**config.mk**
```make
export PLATFORM = sky130hd
export DESIGN_NAME = rom_image_loader
export DESIGN_NICKNAME = d
export VERILOG_FILES = /design/src/rtl/loader_pkg.sv /design/src/rtl/byte_packer.sv /design/src/rtl/rom_image_loader.sv
export SDC_FILE = /design/constraint.sdc
export NUM_CORES = 1
export LEC_CHECK = 0
export BUFFER_PORTS_ARGS = -buffer_cell sky130_fd_sc_hd__buf_2
export CORE_MARGIN = 3
export CORE_UTILIZATION = 56
export DETAILED_ROUTE_END_ITERATION = 7
export GPL_ROUTABILITY_DRIVEN = 1
export PLACE_DENSITY = 0.88
export SYNTH_ARGS = -nofsm -noshare
export SYNTH_HDL_FRONTEND = slang
export SYNTH_SLANG_ARGS = --single-unit
export TNS_END_PERCENT = 50
```
**constraint.sdc**
```tcl
create_clock -name clk -period 6.2 [get_ports clk]
set_clock_uncertainty 0.2 [all_clocks]
set_input_delay 0.62 -clock clk [delete_from_list [all_inputs] [get_ports clk]]
set_output_delay 0.62 -clock clk [all_outputs]
set_load 0.01 [all_outputs]
```
**src/rtl/loader_pkg.sv**
```systemverilog
// Shared types and constants for the ROM image loader.
package loader_pkg;

  typedef enum logic [2:0] {
    S_MAGIC = 3'd0,
    S_LOAD  = 3'd1,
    S_PAD   = 3'd2,
    S_DONE  = 3'd3,
    S_ERROR = 3'd4
  } loader_state_t;

  // "ASRM" read little-endian from the first four image bytes.
  localparam logic [31:0] LOADER_MAGIC = 32'h4D525341;

endpackage

```
**src/rtl/byte_packer.sv**
```systemverilog
// Packs accepted bytes into little-endian 32-bit words.
// Bytes above the current index are kept at zero, so the held bytes
// double as the zero-padded word when the stream ends early.
module byte_packer (
  input  logic        clk,
  input  logic        reset,
  input  logic        clear,
  input  logic        accept,
  input  logic [7:0]  in_data,
  output logic [1:0]  idx,
  output logic [31:0] word_full,
  output logic [31:0] word_pad,
  output logic        word_valid
);

  logic [23:0] held_q;

  // Store bytes 0..2; the fourth byte completes the word and empties the holder.
  always_ff @(posedge clk) begin
    if (reset || clear) begin
      held_q <= '0;
      idx    <= '0;
    end else if (accept) begin
      if (idx == 2'd3) begin
        held_q <= '0;
        idx    <= '0;
      end else begin
        case (idx)
          2'd0:    held_q[7:0]   <= in_data;
          2'd1:    held_q[15:8]  <= in_data;
          default: held_q[23:16] <= in_data;
        endcase
        idx <= idx + 2'd1;
      end
    end
  end

  assign word_full  = {in_data, held_q};
  assign word_pad   = {8'h00, held_q};
  assign word_valid = accept && (idx == 2'd3);

endmodule

```
**src/rtl/rom_image_loader.sv**
```systemverilog
// Byte-stream image loader writing little-endian words into a RAM.
// Optional running checksum of written words: define LOADER_CHECKSUM_EN.
//
// state   | meaning
// MAGIC   | collecting bytes 0..3, word 0 must equal MAGIC
// LOAD    | collecting image words, one write per completed word
// PAD     | one cycle: write the zero-padded partial final word
// DONE    | image loaded, input ignored until restart
// ERROR   | image rejected, input ignored until restart
module rom_image_loader
  import loader_pkg::*;
#(
  parameter int          ADDR_W = 30,
  parameter int          DEPTH  = 64,
  parameter logic [31:0] MAGIC  = LOADER_MAGIC
) (
  input  logic              clk,
  input  logic              reset,
  input  logic [7:0]        in_data,
  input  logic              in_valid,
  input  logic              in_last,
  output logic              in_ready,
  input  logic              restart,
  output logic [ADDR_W-1:0] mem_addr,
  output logic [31:0]       mem_data,
  output logic              mem_we,
  output logic              done,
  output logic              error,
  output logic [ADDR_W:0]   word_count,
  output logic [31:0]       checksum
);

  localparam logic [ADDR_W:0] DEPTH_W = (ADDR_W+1)'(DEPTH);

  loader_state_t state, nxt;
  logic          accept;
  logic          wr_req;
  logic [31:0]   wr_data;
  logic          pk_clear;
  logic          mem_full;
  logic          rearm;
  logic [1:0]    pk_idx;
  logic [31:0]   word_full;
  logic [31:0]   word_pad;
  logic          word_valid;

  assign in_ready = (state == S_MAGIC) || (state == S_LOAD);
  assign accept   = in_valid && in_ready;
  assign mem_full = (word_count >= DEPTH_W);
  assign done     = (state == S_DONE);
  assign error    = (state == S_ERROR);

  byte_packer u_packer (
    .clk        (clk),
    .reset      (reset),
    .clear      (pk_clear),
    .accept     (accept),
    .in_data    (in_data),
    .idx        (pk_idx),
    .word_full  (word_full),
    .word_pad   (word_pad),
    .word_valid (word_valid)
  );

  // Next-state, write request and re-arm decisions.
  always_comb begin
    nxt     = state;
    wr_req  = 1'b0;
    wr_data = word_full;
    rearm   = 1'b0;
    case (state)
      S_MAGIC: begin
        if (accept) begin
          if (in_last) begin
            nxt = S_ERROR;
          end else if (word_valid) begin
            if (word_full == MAGIC) begin
              wr_req = 1'b1;
              nxt    = S_LOAD;
            end else begin
              nxt = S_ERROR;
            end
          end
        end
      end
      S_LOAD: begin
        if (accept) begin
          if (word_valid) begin
            if (mem_full) begin
              nxt = S_ERROR;
            end else begin
              wr_req = 1'b1;
              nxt    = in_last ? S_DONE : S_LOAD;
            end
          end else if (in_last) begin
            nxt = S_PAD;
          end
        end
      end
      S_PAD: begin
        wr_data = word_pad;
        if (mem_full) begin
          nxt = S_ERROR;
        end else begin
          wr_req = 1'b1;
          nxt    = S_DONE;
        end
      end
      S_DONE, S_ERROR: begin
        if (restart) begin
          rearm = 1'b1;
          nxt   = S_MAGIC;
        end
      end
      default: nxt = S_MAGIC;
    endcase
    pk_clear = (nxt == S_DONE) || (nxt == S_ERROR);
  end

  // State, registered write port and word counter.
  always_ff @(posedge clk) begin
    if (reset) begin
      state      <= S_MAGIC;
      mem_we     <= 1'b0;
      mem_addr   <= '0;
      mem_data   <= '0;
      word_count <= '0;
    end else begin
      state  <= nxt;
      mem_we <= wr_req;
      if (wr_req) begin
        mem_addr   <= word_count[ADDR_W-1:0];
        mem_data   <= wr_data;
        word_count <= word_count + 1'b1;
      end else if (rearm) begin
        mem_addr   <= '0;
        word_count <= '0;
      end
    end
  end

`ifdef LOADER_CHECKSUM_EN
  logic [31:0] checksum_q;

  // Running sum of every word written, visible alongside mem_we.
  always_ff @(posedge clk) begin
    if (reset || rearm) begin
      checksum_q <= '0;
    end else if (wr_req) begin
      checksum_q <= checksum_q + wr_data;
    end
  end

  assign checksum = checksum_q;
`else
  assign checksum = '0;
`endif

endmodule

```
==> run metrics <==
die area 12,120 um2; worst hold start in_data[7]; fin nets 816; CP arrival 4.18 ns; Die Width 110.1 um; Reg-to-Reg End word_count[0]; P_leak 2.975 nW; CTS sink cnt 123; share of cells above drive strength 1 21.45%; Final Hold Viols 0; Area Growth Syn to Fin 17.06%; fin cells 947; Mapped Area 6067 um2; Root Buffer clkbuf_8; Max IR drop VDD 0.1555 mV; number of diodes 0; DRC violations left 0; RSZ-0062 raised after global routing false; asr flop ratio synth 0%; hold slack 0.2276 ns; reg2reg path depth 7; Fmax achieved 0.2521 GHz; number of DRC markers in iteration 0 553; most common cell after layout, fill and taps aside dfxtp_1; Port Buffers 109; pin count of the biggest net entering global routing 57; PwrDens 272.9 nW/um2; Yosys cell types 61; First-pass DRT Iterations 5; crit end category register; cell area after layout 7102 um2; Post-Syn Instances 718; final wirelength 17.25 mm; Worst Path Max Fanout 32; min Tclk post-route 3.966 ns; routed length per placed instance 18.22 um; number of global-route vias before repair 5,668; Seq/Total Area, Yosys 40.59%; most frequent cells in the layout dfxtp_1, nand2_1, buf_2; multi-input logic area 3219 um2; post-place instance area 6480 um2; Final period util 63.97%; Vias 6,031; worst slew pin tran 1.287 ns; first-pass GRT wire length 27.39 mm; Setup Buffers After CTS 0; initial antenna violation count 0; Inserted Clock Buffers 17; PnR worst setup slack 2.234 ns; CP Class reg2reg; R2R Path Start u_packer.idx[0]; Post-synth EDFFs 0; Syn Area/Cell 8.450 um2; Placer Congestion 0.9421; Placed Cells 915; Worst setup SP type register; Worst-Skew Late Latency 0.52 ns; grt ovf 0; Site Rows 37; FF+latch count, synth 123; Reg area 2462 um2; Post-Place Setup Slack 2.239 ns; fin. max-slew vios 0; antenna viol nets, final 0; gr usage total 28.68%; Worst-path clk slew 0.06 ns; post-cts gate resize count 0; Top FF cell, synth dfxtp_1; DR vias/cell 6.369; core area 10,420 um2; max-cap viol count 0; worst min path class in2reg; worst hold path depth 3; Rel. slew slack 14.14%; I/O pin cnt 142; Starting Density 58.25%; setup slack, reg-to-reg 2.23 ns; CTS tree built; clk buf depth 2; outcome finished, final reports clean; WHS Endpoint mem_data[31]; cts hold-fix bufs 0; post-DP HPWL 11.45 mm; die height 110.1 um; synth warn 0; filler instances 824; Final TNS setup 0 ns; H-tree Lvls 4; WP data required 6.41 ns; Setup violations, final 0
Yosys cell counts (3+ instances only):
cell | count | area (um2)
dfxtp_1 | 123 | 2462
nand2_1 | 118 | 442.9
a21oi_1 | 50 | 250.2
a22o_1 | 46 | 402.9
o21ai_0 | 40 | 200.2
clkbuf_1 | 33 | 123.9
buf_4 | 32 | 240.2
nand3_1 | 28 | 140.1
a32oi_1 | 25 | 219.0
and2_1 | 25 | 156.4
nor2_1 | 18 | 67.56
and3_1 | 16 | 100.1
buf_2 | 14 | 70.07
nor3_1 | 11 | 55.05
inv_1 | 10 | 37.54
or3_1 | 10 | 62.56
nand3b_1 | 7 | 52.55
nand4_1 | 7 | 43.79
nor4_1 | 6 | 37.54
or2_2 | 6 | 37.54
or4_1 | 6 | 45.04
ha_1 | 5 | 62.56
o211ai_1 | 5 | 37.54
buf_6 | 4 | 45.04
mux2_2 | 4 | 45.04
nor4bb_1 | 4 | 40.04
o311ai_0 | 4 | 35.03
o311ai_1 | 4 | 35.03
mux2i_1 | 3 | 30.03
nand2b_1 | 3 | 18.77
nor3b_1 | 3 | 22.52
nor4_2 | 3 | 37.54
nor4_4 | 3 | 63.81
o21ai_1 | 3 | 15.01
o31ai_1 | 3 | 22.52
o41ai_1 | 3 | 26.28
routing by layer:
layer | GRT usage, % | vias to the layer above | wire length, um
met4 | 12.91 | 0 | 565
met1 | 32.92 | 2841 | 6295
met3 | 6.115 | 71 | 1788
met5 | 0 | - | 0
li1 | - | 2724 | -
met2 | 50.87 | 395 | 8600
cell type report:
type | count | area share [%]
clock inverters | 14 | 2.731
multi-input cells | 531 | 45.33
flip-flops and latches | 123 | 34.67
clock buffers | 18 | 6.025
well taps | 136 | 2.396
inverters | 10 | 0.5285
repair buffers | 115 | 8.316
flip-flops by register name, indices dropped and copies added (netlist names):
register         flops
state                3
u_packer.idx         2
mem_we               1
word_count          31
u_packer.held_q     24
mem_data            32
mem_addr            30
per-stage QoR:
step | total power [mW] | utilization (%)
floorplan | 0.9032 | -
global placement | 0.9105 | 62.21
detailed placement | 0.9154 | 62.21
CTS | 1.940 | 68.18
global route | 1.991 | 68.18
finish | 1.938 | 68.18
kinds of logic (layout without fill, tap and decap cells):
logic type / Yosys count / after routing / share of synthesized area (%)
muxes: 7 / 7 / 1.237
other: 1 / 32 / 0.06181
adders and majority gates: 5 / 5 / 1.031
buffers and inverters: 95 / 157 / 8.641
DFF: 123 / 123 / 40.59
xor gates and xnor gates: 3 / 3 / 0.4332
AOI/OAI and AO/OA: 196 / 196 / 22.40
and+or+nand+nor: 288 / 288 / 25.61
worst max-delay path, cell delays in order, from the launching register on:
cell and delay (ns):
dfxtp_1 0.41, ha_1 0.40, inv_1 0.29, or3_4 0.47, nor4_4 0.39, a211o_1 0.80
nor2_2 0.48, mux2_2 0.40
power by group:
part	switching (mW)	leakage, nW	internal, mW	total, mW
clock	0.370	0.302	0.665	1.04
sequential	0.00862	0.992	0.798	0.807
combinational	0.0688	1.68	0.0277	0.0965
how the worst max path moves through the flow:
stage | start | to | slack (ns) | depth (start not counted)
finish | u_packer.idx[0] | word_count[0] | 2.23 | 7
global route | u_packer.idx[0] | word_count[0] | 1.89 | 7
CTS | u_packer.idx[0] | word_count[0] | 2.24 | 7
detailed placement | in_data[0] | word_count[0] | 2.24 | 7
global placement | in_valid | word_count[0] | 2.36 | 7
floorplan | in_valid | word_count[30] | 3.48 | 8
No activity file was read; power rests on OpenSTA's default activity.
